`config.mk`:
```
export PLATFORM = sky130hd
export DESIGN_NAME = reload_scheduler_flat
export DESIGN_NICKNAME = d
export VERILOG_FILES = /design/src/rtl/reload_sched_pkg.sv /design/src/rtl/reload_scheduler_if.sv /design/src/rtl/reload_fifo.sv /design/src/rtl/reload_scheduler.sv /design/src/flat_wrapper.sv
export SDC_FILE = /design/constraint.sdc
export NUM_CORES = 1
export LEC_CHECK = 0
export ABC_AREA = 1
export CORE_MARGIN = 2
export CORE_UTILIZATION = 40
export CTS_CLUSTER_DIAMETER = 30
export CTS_CLUSTER_SIZE = 12
export DETAILED_ROUTE_END_ITERATION = 16
export PLACE_DENSITY = 0.7
export RECOVER_POWER = 25
export SYNTH_ARGS = -nofsm -noshare
export SYNTH_HDL_FRONTEND = slang
export SYNTH_SLANG_ARGS = --single-unit
```
`constraint.sdc`:
```
create_clock -name clk -period 2.51 [get_ports clk]
set_clock_uncertainty 0.1 [all_clocks]
set_input_delay 0.502 -clock clk [delete_from_list [all_inputs] [get_ports clk]]
set_output_delay 0.502 -clock clk [all_outputs]
set_load 0.01 [all_outputs]
```
`src/rtl/reload_sched_pkg.sv`:
```
// rtl/reload_sched_pkg.sv - shared types and defaults for the reload scheduler
package reload_sched_pkg;

  localparam int DEF_DATA_W = 4;
  localparam int DEF_DEPTH  = 4;

  typedef enum logic [1:0] {
    IDLE,
    ARMED,
    LOAD,
    HOLD
  } sched_state_t;

endpackage

```
`src/rtl/reload_scheduler_if.sv`:
```
// rtl/reload_scheduler_if.sv - producer/counter-facing bundle of the reload scheduler
interface reload_scheduler_if #(
  parameter int DATA_W = 4,
  parameter int DEPTH  = 4
);
  localparam int LVL_W = $clog2(DEPTH + 1);

  logic              wr_valid_i;
  logic [DATA_W-1:0] wr_data_i;
  logic              wr_ready_o;
  logic [DATA_W-1:0] count_i;
  logic              load_o;
  logic [DATA_W-1:0] load_val_o;
  logic [LVL_W-1:0]  level_o;
  logic              underrun_o;

  modport master (
    output wr_valid_i, wr_data_i, count_i,
    input  wr_ready_o, load_o, load_val_o, level_o, underrun_o
  );

  modport slave (
    input  wr_valid_i, wr_data_i, count_i,
    output wr_ready_o, load_o, load_val_o, level_o, underrun_o
  );

endinterface

```
`src/rtl/reload_fifo.sv`:
```
// rtl/reload_fifo.sv - synchronous reload-value FIFO with occupancy-based full/empty
module reload_fifo
  import reload_sched_pkg::*;
#(
  parameter int DATA_W = DEF_DATA_W,
  parameter int DEPTH  = DEF_DEPTH,
  localparam int PTR_W = $clog2(DEPTH),
  localparam int LVL_W = $clog2(DEPTH + 1)
) (
  input  logic              clk,
  input  logic              reset,
  input  logic              push,
  input  logic              pop,
  input  logic [DATA_W-1:0] din,
  output logic [DATA_W-1:0] head,
  output logic [LVL_W-1:0]  level,
  output logic              full,
  output logic              empty
);

  logic [DATA_W-1:0] mem [DEPTH];
  logic [PTR_W-1:0]  wr_ptr;
  logic [PTR_W-1:0]  rd_ptr;
  logic [LVL_W-1:0]  count;
  logic              do_push;
  logic              do_pop;

  assign full    = (count == LVL_W'(DEPTH));
  assign empty   = (count == '0);
  assign do_push = push && !full;
  assign do_pop  = pop && !empty;
  assign head    = mem[rd_ptr];
  assign level   = count;

  always_ff @(posedge clk) begin
    if (do_push) begin
      mem[wr_ptr] <= din;
    end
  end

  // Pointers wrap naturally because DEPTH is a power of two.
  always_ff @(posedge clk or negedge reset) begin
    if (!reset) begin
      wr_ptr <= '0;
      rd_ptr <= '0;
      count  <= '0;
    end else begin
      if (do_push) begin
        wr_ptr <= wr_ptr + PTR_W'(1);
      end
      if (do_pop) begin
        rd_ptr <= rd_ptr + PTR_W'(1);
      end
      case ({do_push, do_pop})
        2'b10:   count <= count + LVL_W'(1);
        2'b01:   count <= count - LVL_W'(1);
        default: count <= count;
      endcase
    end
  end

endmodule

```
`src/rtl/reload_scheduler.sv`:
```
// rtl/reload_scheduler.sv - issues one counter reload per terminal count from a FIFO of values
module reload_scheduler
  import reload_sched_pkg::*;
#(
  parameter int                DATA_W   = DEF_DATA_W,
  parameter int                DEPTH    = DEF_DEPTH,
  parameter logic [DATA_W-1:0] TERM_VAL = {DATA_W{1'b1}},
  localparam int               LVL_W    = $clog2(DEPTH + 1)
) (
  input  logic             clk,
  input  logic             reset,
  reload_scheduler_if.slave bus
);

  sched_state_t      state;
  sched_state_t      state_nx;
  logic              term;
  logic              push;
  logic              pop;
  logic              full;
  logic              empty;
  logic [DATA_W-1:0] head;
  logic [LVL_W-1:0]  level;
  logic              load_q;
  logic              load_nx;
  logic              underrun_q;
  logic              underrun_nx;
  logic [DATA_W-1:0] val_q;

  assign term = (bus.count_i == TERM_VAL);
  assign push = bus.wr_valid_i && !full;

  reload_fifo #(
    .DATA_W (DATA_W),
    .DEPTH  (DEPTH)
  ) u_fifo (
    .clk   (clk),
    .reset (reset),
    .push  (push),
    .pop   (pop),
    .din   (bus.wr_data_i),
    .head  (head),
    .level (level),
    .full  (full),
    .empty (empty)
  );

  always_comb begin
    state_nx    = state;
    load_nx     = 1'b0;
    underrun_nx = 1'b0;
    pop         = 1'b0;
    case (state)
      IDLE: begin
        if (term) begin
          underrun_nx = 1'b1;
          state_nx    = HOLD;
        end else if (push) begin
          state_nx = ARMED;
        end
      end
      ARMED: begin
        if (term) begin
          pop      = 1'b1;
          load_nx  = 1'b1;
          state_nx = LOAD;
        end
      end
      LOAD: begin
        state_nx = HOLD;
      end
      HOLD: begin
        // A push landing on the exit edge must still arm, or its entry would sit unused in IDLE.
        if (!term) begin
          state_nx = (!empty || push) ? ARMED : IDLE;
        end
      end
      default: begin
        state_nx = IDLE;
      end
    endcase
  end

  always_ff @(posedge clk or negedge reset) begin
    if (!reset) begin
      state      <= IDLE;
      load_q     <= 1'b0;
      underrun_q <= 1'b0;
      val_q      <= '0;
    end else begin
      state      <= state_nx;
      load_q     <= load_nx;
      underrun_q <= underrun_nx;
      if (load_nx) begin
        val_q <= head;
      end
    end
  end

  assign bus.wr_ready_o = !full;
  assign bus.load_o     = load_q;
  assign bus.load_val_o = val_q;
  assign bus.level_o    = level;
  assign bus.underrun_o = underrun_q;

endmodule
```
`src/flat_wrapper.sv`:
```
// flat-port wrapper written by rule: the top's interface ports become plain ports
module reload_scheduler_flat import reload_sched_pkg::*;
#(
  parameter int                DATA_W   = DEF_DATA_W,
  parameter int                DEPTH    = DEF_DEPTH,
  parameter logic [DATA_W-1:0] TERM_VAL = {DATA_W{1'b1}},
  localparam int               LVL_W    = $clog2(DEPTH + 1)
)
  (clk, reset, bus_wr_valid_i, bus_wr_data_i, bus_count_i, bus_wr_ready_o, bus_load_o, bus_load_val_o, bus_level_o, bus_underrun_o);
  reload_scheduler_if #(.DATA_W(DATA_W), .DEPTH(DEPTH)) bus_i ();
  input  logic clk;
  input  logic reset;
  input wire logic [$bits(bus_i.wr_valid_i)-1:0] bus_wr_valid_i;
  input wire logic [$bits(bus_i.wr_data_i)-1:0] bus_wr_data_i;
  input wire logic [$bits(bus_i.count_i)-1:0] bus_count_i;
  output wire logic [$bits(bus_i.wr_ready_o)-1:0] bus_wr_ready_o;
  output wire logic [$bits(bus_i.load_o)-1:0] bus_load_o;
  output wire logic [$bits(bus_i.load_val_o)-1:0] bus_load_val_o;
  output wire logic [$bits(bus_i.level_o)-1:0] bus_level_o;
  output wire logic [$bits(bus_i.underrun_o)-1:0] bus_underrun_o;
  assign bus_i.wr_valid_i = bus_wr_valid_i;
  assign bus_i.wr_data_i = bus_wr_data_i;
  assign bus_i.count_i = bus_count_i;
  assign bus_wr_ready_o = bus_i.wr_ready_o;
  assign bus_load_o = bus_i.load_o;
  assign bus_load_val_o = bus_i.load_val_o;
  assign bus_level_o = bus_i.level_o;
  assign bus_underrun_o = bus_i.underrun_o;
  reload_scheduler #(.DATA_W(DATA_W), .DEPTH(DEPTH), .TERM_VAL(TERM_VAL)) u_core (.clk(clk), .reset(reset), .bus(bus_i));
endmodule
```
; Word level (Yosys, flattened, before mapping)
; Memories as Yosys holds them, arrays and structs flattened. A register that Yosys moved wholly into a read port is not among the register bits.
; Index checks and enable logic that the tools add are counted.
[word_totals]
mem_bits_rw = 16
memories = 1
out_inout_bits = 10
inputBits = 11
ff_bits = 11
wordCells = 44
[op_classes]
n_eq_ne = 10
n_addsub = 4
n_reduce_logical = 11
muxes = 12
[mem_list]
columns = memory, words, width, read_ports, rd_clocked_by_memory_dff, wr, line
row1 = u_core.u_fifo.mem, 4, 4, 1, 1, 1, reload_fifo.sv:21  ; logic [DATA_W-1:0] mem [DEPTH];
[op_table]
columns = operator, n
row1 = 2-to-1 mux 2 bit, 4
row2 = case mux 2 bit (4 select lines), 1
row3 = "== test 2 bit, second input constant", 3
row4 = 2-to-1 mux 1 bit, 6
row5 = case mux 3 bit (2 select lines), 1
row6 = "adder 2 x 1 -> 2 bit, second input constant", 2
row7 = "== test 2 x 1 -> 1 bit, second input constant", 2
row8 = "== test 4 bit, second input constant", 1
row9 = "adder 3 x 1 -> 3 bit, second input constant", 1
row10 = "== test 3 bit, second input constant", 1
row11 = logical AND 1 bit, 3
row12 = zero test 1 bit, 3
row13 = zero test 3 bit, 1
row14 = "inequality test 3 x 1 -> 1 bit, second input constant", 1
row15 = AND reduction 3 bit, 1
row16 = "subtractor 3 x 1 -> 3 bit, second input constant", 1
row17 = zero test 2 bit, 1
row18 = "inequality test 2 x 1 -> 1 bit, second input constant", 1
row19 = "inequality test 2 bit, second input constant", 1
row20 = nonzero test 2 bit, 1
row21 = logical OR 1 bit, 1

; Longest topological paths before layout
; Gate-level depths: netlist of run 1.
[logic_depth]
depth_word = 7
depth_mapped = 12
depth_no_buf = 12

; Cells and area by module
; From an unflattened synthesis of run 1, not the netlist that was laid out.
[unflattened]
cells_unflattened = 163
area_unflattened_um2 = 1530.2
[modules_own_cells]
columns = mod, area_per_inst_um2, cells_each, seq_area_each_um2, instances
row1 = reload_fifo, 1093.5, 107, 655.6, 1
row2 = reload_scheduler, 436.7, 56, 200.2, 1

; Least setup slack after synthesis of run 1
; OpenSTA, ideal clock, no wires.
[synth_timing]
kind = reg2reg
startpoint = register u_core.state[1]
endpoint = register u_core.u_fifo.count[2] (netlist: u_core.u_fifo.level[2])
t_required_ps = 2279
path_slack_ps = 330
path_stages_with_launch = 13
path_buffers = 0
setup_ps = 131
period_less_slack_ps = 2180
arrival_ps = 1949
path_cell_list = dfrtp_1 > inv_1 > ha_1 > inv_1 > nor2_4 > nand2_1 > inv_1 > ha_1 > inv_1 > fa_1 > a21oi_1 > o21ai_0 > xor2_1
[synth_between]
elab_chain_cells = 5
word_cells_on_any_way = 7
classes_between = eq/ne: 3 / mux: 2 / reduce/logical: 2
[synth_lines]
columns = item, line
row1 = from (decl), reload_scheduler.sv:15  ; sched_state_t state;
row2 = from (signal assigned), reload_scheduler.sv:91  ; state <= state_nx;
row3 = == test 2 x 1 -> 1 bit *, --
row4 = 2-to-1 mux 1 bit *, --
row5 = via u_core.load_nx, reload_scheduler.sv:25  ; logic load_nx;
row6 = logical AND 1 bit *, reload_fifo.sv:31  ; assign do_pop = pop && !empty;
row7 = via u_core.u_fifo.do_pop, reload_fifo.sv:26  ; logic do_pop;
row8 = == test 2 x 1 -> 1 bit or == test 2 bit (tied branches), reload_fifo.sv:54  ; case ({do_push, do_pop})
row9 = case mux 3 bit (2 select lines) or nonzero test 2 bit (tied branches), --
row10 = to (signal assigned), reload_fifo.sv:55  ; 2'b10: count <= count + LVL_W'(1);
row11 = to (signal assigned), reload_fifo.sv:56  ; 2'b01: count <= count - LVL_W'(1);
row12 = to (signal assigned), reload_fifo.sv:57  ; default: count <= count;
row13 = to (decl), reload_fifo.sv:24  ; logic [LVL_W-1:0] count;
; The timed path passes the listed nets; every way through them passes the cells marked *.
; A chain may end at the register's enable or synchronous reset.

; Worst setup path in the final report of run 1
[layout_timing]
startpoint = input bus_count_i[1]
endpoint = register u_core.u_fifo.count[2] (netlist: u_core.u_fifo.level[2])
[layout_between]
elab_chain_cells = 6
word_cells_on_any_way = 8
classes_between = eq/ne: 3 / mux: 3 / reduce/logical: 2
[layout_lines]
columns = item, line
row1 = from (decl), flat_wrapper.sv:15  ; input wire logic [$bits(bus_i.count_i)-1:0] bus_count_i;
row2 = == test 4 bit *, reload_scheduler.sv:30  ; assign term = (bus.count_i == TERM_VAL);
row3 = 2-to-1 mux 1 bit * (2 in series), --
row4 = via u_core.load_nx, reload_scheduler.sv:25
row5 = logical AND 1 bit *, reload_fifo.sv:31
row6 = via u_core.u_fifo.do_pop, reload_fifo.sv:26
row7 = == test 2 x 1 -> 1 bit or == test 2 bit (tied branches), reload_fifo.sv:54
row8 = case mux 3 bit (2 select lines) or nonzero test 2 bit (tied branches), --
; Marks and branches as above.

==> qor.txt, run 1 <==
status: complete, no violations
Final min period: 2.30 ns
r2r setup slk: 0.26 ns
H-tree depth: 2
gp weighted congestion: 0.733
Lkg Pwr: 0.784 nW
die footprint: 4170 um^2
sequential cell area: 856 um^2
DRC viols: 0
post-synth cell types: 21
Slew headroom: 55.2%
Synth Area in Simple Gates: 17.0%
grt total ovfl: 0
Worst-path clk slew: 0.06 ns
Starting Density: 40.7%
Cells after Synth: 142
Critical Path Start: bus_count_i[1]
leading area contributor after synthesis: edfxtp_1
worst r2r dst: u_core.u_fifo.level[2]$_DFFE_PN0P_
Multi-input gate area: 536 um^2
DR vias/cell: 4.60
Syn Std Cell Area: 1470 um^2
hold buffers post-CTS: 0
post-CTS sizing: 0
cell internal pwr: 1.21 mW
fmax: 435 MHz
DR iter-0 viols: 57
detailed placement HPWL: 1.94 mm
Placed Area: 1750 um^2
mux cell area share after synthesis: 0%
worst hold stages: 2
CTS root buf: clkbuf_8
WL met2: 1.35 mm
Mean Syn Cell Area: 10.3 um^2
fin crit share: 91.7%
post-route setup slack: 0.209 ns
DRT antenna net count: 0
IR drop worst, VDD: 0.000338 V
TNS Setup: 0 ns
Post CTS Setup Buffer Count: 0
M1 WL: 1.01 mm
initial antenna violation count: 0
Seq/Total Area, Yosys: 58.3%
vias in the first global route: 969
port bufs: 20
Gate power share: 37.8%
r2r worst-path depth: 12
cell count after placement: 212
Syn Nets: 163
largest family of logic cells by synthesized area: simple AND/OR/NAND/NOR gates
WS Path Type: primary input to flip-flop
Power, Total: 1.90 mW
final std cells w/o fill: 220
met3 wire len: 65 um
die height: 64.6 um
crit-path max FO: 2
Slew Limit Fails: 0
Startpoint Class: primary input
CP required: 2.56 ns
Yosys warning total: 0
Seq pwr share: 43.4%
nets: 192
PwrDens: 1040 nW/um^2
Max Used Layer: met4
core box area: 3610 um^2
worst min path class: flip-flop to flip-flop
# clock sinks: 31
via count: 1013
final hold slack: 0.415 ns
share of cells above drive strength 1: 9.30%
Slew @ Worst Pin: 0.670 ns
first-pass GRT wire length: 4.34 mm
clock buffer count from CTS: 5
final core occ: 50.8%
largest net degree at the start of global routing: 16
final hold viol count: 0
Synth Area in Adders: 9.03%
count of filler cells inserted in the layout: 329
mean routed wirelength per cell: 11.3 um
switching share of power: 36.4%
Worst R2R Start: u_core.state[1]$_DFFE_PN0P_
Max Buffers Root-to-Sink: 2
max-cap violation count: 0
CTS tree: built
I/O pins: 21
area grow syn2layout: 24.6%
Rows: 22
cell area after layout: 1830 um^2
crit end category: flip-flop
Synth Area in XOR/XNOR: 2.98%
Yosys top cell area share: 32.7%
FF+latch count, synth: 31
unrepaired setup endpoints after global routing: false
Arr. time, crit path: 2.35 ns
first drt pass iteration count: 4
Critical Path End: u_core.u_fifo.level[2]$_DFFE_PN0P_
final setup fails: 0
pre-CTS setup slack: -0.0848 ns
Overall Global Routing Usage: 14.2%
Sw Pwr: 0.692 mW
Ant. Diodes: 0
die width: 64.6 um
clock share of power: 18.8%
Clock Latency Late Sink: 0.27 ns
compound-gate portion of the synthesized area: 7.50%
synth top area cells: edfxtp_1 33%, dfrtp_1 26%, ha_1 7.7%
final wirelength: 2.49 mm
[flip-flops by register name, indices dropped and copies added, names as in the netlist]
name                   count
u_core.state               2
u_core.u_fifo.level        3
u_core.bus.underrun_o      1
u_core.bus.load_val_o      4
u_core.u_fifo.rd_ptr       2
u_core.u_fifo.mem         16
u_core.bus.load_o          1
u_core.u_fifo.wr_ptr       2
[cells in the mapped netlist]
master and n:
a21oi_1 2, buf_2 2, dfrtp_1 15, edfxtp_1 16, fa_1 1, ha_1 9, inv_1 17, inv_2 1
nand2_1 23, nand2_2 1, nand2_4 1, nand3_1 5, nand4_4 1, nor2_1 20, nor2_2 1, nor2_4 1
o21ai_0 19, o21ai_1 1, or2_1 1, xnor2_1 2, xor2_1 3
[critical path, stage by stage]
cell and delay (ns):
clkdlybuf4s50_1 0.52, nand4_4 0.13, nor2_4 0.11, nand2_1 0.08, inv_1 0.06, ha_1 0.13
inv_1 0.06, fa_1 0.37, a21oi_1 0.14, o21ai_0 0.10, xor2_1 0.15
[power groups by stage]
stage | Sequential, mW | Clock [mW] | Combinational [mW]
final | 0.826 | 0.357 | 0.719
after global routing | 0.852 | 0.393 | 0.841
after CTS | 0.827 | 0.367 | 0.738
after detailed placement | 0.837 | 0 | 0.732
after global placement | 0.824 | 0 | 0.700
after floorplan | 0.800 | 0 | 0.485
[cell type report]
cell class,instances,area share [%]
well taps,48,3.28
clock buffers,7,4.17
clock inverters,1,0.273
repair buffers,24,12.6
multi-input cells,91,29.3
inverters,18,3.69
flip-flops and latches,31,46.8
[worst min path at each step]
| stage | startpoint | end | slack, ns |
|---|---|---|---|
| floorplan | reset | u_core.bus.load_o$_DFF_PN0_ | 0.11 |
| global placement | u_core.bus.load_val_o[0]$_DFFE_PN0P_ | u_core.bus.load_val_o[0]$_DFFE_PN0P_ | 0.39 |
| detailed placement | u_core.bus.load_val_o[3]$_DFFE_PN0P_ | u_core.bus.load_val_o[3]$_DFFE_PN0P_ | 0.40 |
| CTS | u_core.bus.load_val_o[3]$_DFFE_PN0P_ | u_core.bus.load_val_o[3]$_DFFE_PN0P_ | 0.41 |
| global route | u_core.bus.load_val_o[1]$_DFFE_PN0P_ | u_core.bus.load_val_o[1]$_DFFE_PN0P_ | 0.44 |
| finish | u_core.bus.load_val_o[0]$_DFFE_PN0P_ | u_core.bus.load_val_o[0]$_DFFE_PN0P_ | 0.41 |
[routing by layer]
| metal | track usage, % | vias to the layer above |
|---|---|---|
| li1 | - | 514 |
| met1 | 16.1 | 477 |
| met2 | 24.3 | 15 |
| met3 | 3.13 | 7 |
| met4 | 8.78 | 0 |
| met5 | 0 | - |
[cell families (layout without fill, tap and decap cells)]
| logic type | after synthesis | in the layout |
|---|---|---|
| AOI/OAI and AO/OA | 22 | 22 |
| xor gates and xnor gates | 5 | 5 |
| adders and majority gates | 10 | 10 |
| buffers and inverters | 20 | 50 |
| DFF | 31 | 31 |
| and+or+nand+nor | 54 | 54 |
[cells in the final DEF (no fill, tap or decap)]
cell type	netlist	layout
o21ai_0	19	19
xnor2_1	2	2
clkinv_2	0	1
nand2_1	23	23
nand4_4	1	1
or2_1	1	1
edfxtp_1	16	16
dlygate4sd3_1	0	5
o21ai_1	1	1
nand2_4	1	1
nor2_2	1	1
clkdlybuf4s50_1	0	15
nor2_1	20	20
clkbuf_8	0	5
clkbuf_1	0	2
nand2_2	1	1
nand3_1	5	5
inv_2	1	1
ha_1	9	9
buf_4	0	4
inv_1	17	17
a21oi_1	2	2
fa_1	1	1
dfrtp_1	15	15
nor2_4	1	1
xor2_1	3	3
No activity file was read; power rests on OpenSTA's default activity.
==> run 2, diff against run 1 <==
--- a/config.mk
+++ b/config.mk
@@ -6,13 +6,13 @@
 export NUM_CORES = 1
 export LEC_CHECK = 0
 export ABC_AREA = 1
-export CORE_MARGIN = 2
 export CORE_UTILIZATION = 40
 export CTS_CLUSTER_DIAMETER = 30
 export CTS_CLUSTER_SIZE = 12
 export DETAILED_ROUTE_END_ITERATION = 16
 export PLACE_DENSITY = 0.7
 export RECOVER_POWER = 25
+export SKIP_LAST_GASP = 1
 export SYNTH_ARGS = -nofsm -noshare
 export SYNTH_HDL_FRONTEND = slang
 export SYNTH_SLANG_ARGS = --single-unit
==> constraint.sdc (replaced) <==
create_clock -name clk -period 2.51 [get_ports clk]
set_clock_uncertainty 0.1 [all_clocks]
set_input_delay 0.502 -clock clk [delete_from_list [all_inputs] [get_ports clk]]
set_output_delay 0.502 -clock clk [all_outputs]
set_load 0.005 [all_outputs]
==> run 2 against run 1 <==
  * Maximum frequency is 1.3% higher
  * Total power shrank 4.3%
  * Global-route usage increased by 1.9 points
  * Die area is 6.1% lower
  * Setup slack gained 0.029 ns
  * Routed wire length increased by 4.4%
==> qor.txt, run 2 (same netlist as run 1, synthesis figures left out) <==
final core occ: 52.9%
port bufs: 20
final wirelength: 2.60 mm
Ant. Diodes: 0
final hold slack: 0.415 ns
vias in the first global route: 1050
Worst path max stage delay: 0.55 ns
Startpoint Class: primary input
core box area: 3420 um^2
I/O pins: 21
detailed placement HPWL: 2.00 mm
# clock sinks: 31
share of cells above drive strength 1: 9.88%
grt total ovfl: 0
die footprint: 3920 um^2
CTS tree: built
Post CTS Setup Buffer Count: 0
unrepaired setup endpoints after global routing: false
H-tree depth: 2
Lkg Pwr: 0.777 nW
hold buffers post-CTS: 0
global routing's busiest layer: met2
IR drop worst, VDD: 0.000526 V
CP most frequent cell: inv_1
nets: 192
Slew headroom: 55.1%
Placed Area: 1750 um^2
status: complete, no violations
TNS Setup: 0 ns
post-route setup slack: 0.238 ns
met1 usage: 18.5%
Biggest register: u_core.u_fifo.mem
max reg flops: 16
area grow syn2layout: 23.0%
fin crit share: 90.5%
crit end category: flip-flop
Worst-path clk slew: 0.09 ns
Final min period: 2.27 ns
Global Route met2 Usage: 27.3%
cell count after placement: 210
initial antenna violation count: 0
die width: 62.6 um
post-CTS sizing: 0
Max Buffers Root-to-Sink: 2
most frequent cells in the layout: 23 x nand2_1, 20 x nor2_1, 19 x o21ai_0
worst min path class: flip-flop to flip-flop
via count: 1016
Clock Latency Late Sink: 0.32 ns
Worst path slowest cell: clkdlybuf4s50_1
crit-path max FO: 2
Slew @ Worst Pin: 0.671 ns
DRT antenna net count: 0
crit path cell chain: clkdlybuf4s50_1 > nand4_4 > nor2_4 > nand2_1 > inv_1 > ha_1 > inv_1 > fa_1 > a21oi_1 > o21ai_0 > xor2_1
DR iter-0 viols: 37
WS Path Type: primary input to flip-flop
Overall Global Routing Usage: 16.1%
DRC viols: 0
final setup fails: 0
CTS root buf: clkbuf_4
DR vias/cell: 4.66
die height: 62.6 um
Starting Density: 43.0%
gp weighted congestion: 0.723
cell area after layout: 1810 um^2
final hold viol count: 0
M3 GR Usage: 5.47%
max-cap violation count: 0
CP required: 2.61 ns
largest net degree at the start of global routing: 16
clock buffer count from CTS: 5
PwrDens: 1010 nW/um^2
Slew Limit Fails: 0
pre-CTS setup slack: -0.108 ns
first drt pass iteration count: 4
Power, Total: 1.82 mW
Arr. time, crit path: 2.37 ns
Rows: 21
mean routed wirelength per cell: 11.9 um
commonest non-fill, non-tap cell in the layout: nand2_1
first-pass GRT wire length: 4.73 mm
final std cells w/o fill: 218
fmax: 440 MHz
## run 2: cell count changes in the layout (fill, tap and decap cells not counted)
cell and delta:
clkbuf_8 -4, clkbuf_4 +5, clkbuf_1 -1
## run 2: final timing paths
kind	slack (ns)	to	cells past startpoint	startpoint
hold reg to reg	0.42	u_core.bus.load_val_o[0]$_DFFE_PN0P_	2	u_core.bus.load_val_o[0]$_DFFE_PN0P_
min in group asynchronous	0.54	u_core.u_fifo.wr_ptr[1]$_DFFE_PN0P_	1	reset
setup / recovery	0.24	u_core.u_fifo.level[2]$_DFFE_PN0P_	11	bus_count_i[0]
max in group asynchronous	1.33	u_core.u_fifo.level[2]$_DFFE_PN0P_	1	reset
setup reg to reg	0.29	u_core.u_fifo.level[2]$_DFFE_PN0P_	12	u_core.state[1]$_DFFE_PN0P_
hold / removal	0.42	u_core.bus.load_val_o[0]$_DFFE_PN0P_	2	u_core.bus.load_val_o[0]$_DFFE_PN0P_
## run 2: area by class of cell
type                       count  area (um^2)
fill                         331         1610
sequential                    31          856
multi-input combinational     91          536
timing repair buffer          24          230
inverter                      18         67.6
tap                           46         57.6
clock buffer                   7         55.1
clock inverter                 1         5.00
## run 2: power by group
group          leakage, nW  total, mW  internal [mW]  switching (mW)
clock network       0.0353      0.291          0.136           0.156
registers            0.332      0.821          0.693           0.128
logic                0.409      0.708          0.322           0.386
total                0.777       1.82           1.15           0.670
## run 2: critical path, delay by kind of cell
kind	cells	cell delay [ns]
buf+inv	3	0.66
fa+ha+maj	2	0.49
simple gates	3	0.30
xor+xnor	1	0.15
compound gates	2	0.25
## run 2: per-layer routing
metal	up-vias	part of all wire, %
met4	0	2.0
met1	470	43
li1	516	-
met5	-	0
met2	22	51
met3	8	3.8
==> run 3, diff against run 2 <==
==> constraint.sdc (replaced) <==
create_clock -name clk -period 2.51 [get_ports clk]
set_clock_uncertainty 0.1 [all_clocks]
set_input_delay 0.251 -clock clk [delete_from_list [all_inputs] [get_ports clk]]
set_output_delay 0.251 -clock clk [all_outputs]
set_load 0.005 [all_outputs]
==> run 3 against run 2 <==
  * Count of clock-buffer cells in the layout decreased by 1
  * Total power increased by 6.2%
  * Utilization increased by 0.62 points
  * Routed wire length decreased by 3.0%
  * Flip-flop and latch count unchanged
  * Critical path type is now flip-flop to flip-flop
  * Critical endpoint unchanged
  * Largest cell class unchanged
==> qor.txt, run 3 (same netlist as run 1, synthesis figures left out) <==
WS Path Type: flip-flop to flip-flop
DR vias/cell: 4.75
final wirelength: 2.52 mm
Placed Area: 1730 um^2
DRC viols: 0
fmax: 454 MHz
final setup fails: 0
Worst-path clk slew: 0.10 ns
Clock Latency Late Sink: 0.32 ns
worst r2r dst: u_core.u_fifo.level[2]$_DFFE_PN0P_
Overall Global Routing Usage: 14.8%
Startpoint Class: flip-flop
Starting Density: 43.0%
I/O pins: 21
max reg flops: 16
mean routed wirelength per cell: 11.6 um
area grow syn2layout: 24.4%
die width: 62.6 um
Ant. Diodes: 0
CTS tree: built
initial antenna violation count: 0
PwrDens: 1060 nW/um^2
Final min period: 2.20 ns
clock buffer count from CTS: 5
first-pass GRT wire length: 4.45 mm
Slew Limit Fails: 0
vias in the first global route: 1055
detailed placement HPWL: 1.91 mm
core box area: 3420 um^2
Biggest register: u_core.u_fifo.mem
most frequent cells in the layout: 23 x nand2_1, 20 x nor2_1, 18 x o21ai_0
max-cap violation count: 0
unrepaired setup endpoints after global routing: false
die footprint: 3920 um^2
CP required: 2.62 ns
Slew headroom: 55.1%
nets: 191
crit end category: flip-flop
Max Buffers Root-to-Sink: 2
# clock sinks: 31
DRT antenna net count: 0
r2r worst-path depth: 12
commonest non-fill, non-tap cell in the layout: nand2_1
TNS Setup: 0 ns
cell area after layout: 1830 um^2
gp weighted congestion: 0.783
IR drop worst, VDD: 0.000435 V
CTS root buf: clkbuf_4
status: complete, no violations
worst min path class: primary input to asynchronous set/reset pin
grt total ovfl: 0
via count: 1031
fin crit share: 87.7%
die height: 62.6 um
H-tree depth: 2
Slew @ Worst Pin: 0.672 ns
port bufs: 20
r2r setup slk: 0.31 ns
Rows: 21
Arr. time, crit path: 2.31 ns
largest net degree at the start of global routing: 16
first drt pass iteration count: 4
share of cells above drive strength 1: 10.5%
final hold viol count: 0
Worst R2R Start: u_core.state[1]$_DFFE_PN0P_
Lkg Pwr: 0.785 nW
DR iter-0 viols: 44
crit-path max FO: 5
==> run 3: cell count changes in the layout (fill, tap and decap cells not counted) <==
| cell | previous run | this run |
|---|---|---|
| ha_2 | 0 | 1 |
| buf_4 | 4 | 3 |
| bufinv_16 | 0 | 1 |
| o21ai_1 | 1 | 2 |
| clkbuf_1 | 1 | 0 |
| o21ai_0 | 19 | 18 |
| ha_1 | 9 | 8 |
==> run 3: power breakdown <==
part | internal, mW | switching [mW] | total [mW]
sequential | 0.693 | 0.130 | 0.823
clock | 0.235 | 0.161 | 0.397
combinational | 0.328 | 0.386 | 0.714
total | 1.26 | 0.678 | 1.93
==> run 3: timing repair <==
action | in CTS | in global routing
hold buffers | 0 | 0
setup buffers | 0 | 1
setup endpoints to repair | 0 | 1
resized for setup | 0 | 2
==> run 3: routing by layer <==
metal | routed length, um | GRT usage [%]
met2 | 1250 | 23.8
met5 | 0 | 0
met3 | 103 | 5.84
met4 | 44 | 6.40
met1 | 1120 | 17.4
==> run 3: worst max path at each step <==
stage	startpoint	to	slack [ns]	cells after the start
detailed placement	bus_count_i[1]	u_core.u_fifo.level[2]$_DFFE_PN0P_	0.08	11
global placement	bus_count_i[1]	u_core.u_fifo.level[2]$_DFFE_PN0P_	0.16	11
finish	u_core.state[1]$_DFFE_PN0P_	u_core.u_fifo.level[2]$_DFFE_PN0P_	0.31	12
CTS	u_core.state[1]$_DFFE_PN0P_	u_core.u_fifo.level[2]$_DFFE_PN0P_	0.25	12
floorplan	u_core.state[1]$_DFFE_PN0P_	u_core.u_fifo.level[2]$_DFFE_PN0P_	0.33	12
global route	u_core.state[1]$_DFFE_PN0P_	u_core.u_fifo.level[2]$_DFFE_PN0P_	0.03	12
==> run 3: per-stage QoR <==
stage / instances / utilization [%] / power (mW) / hold WS (ns) / setup WS, ns
finish: 217 / 53.5 / 1.93 / 0.293 / 0.309
floorplan: 142 / - / 1.26 / -0.145 / 0.330
CTS: 216 / 53.2 / 1.95 / 0.233 / 0.247
global route: 217 / 53.5 / 2.10 / 0.353 / 0.0300
detailed placement: 208 / 50.7 / 1.54 / 0.406 / 0.0836
global placement: 208 / 50.7 / 1.50 / 0.401 / 0.157
==> run 3: critical path: stages, from the launching register on <==
cell and delay [ns]:
dfrtp_1 0.40, inv_1 0.12, ha_2 0.19, inv_1 0.09, nor2_4 0.12, nand2_1 0.07, inv_1 0.05, ha_1 0.13
inv_1 0.07, fa_1 0.38, a21oi_1 0.15, o21ai_1 0.09, xor2_1 0.14
==> run 3: final cells by class <==
type,instances,area (um^2)
Clock buffer,6,51.3
Clock inverter,2,35.0
Fill cell,307,1590
Inverter,18,67.6
Multi-Input combinational cell,91,538
Sequential cell,31,856
Tap cell,46,57.6
Timing Repair Buffer,23,223
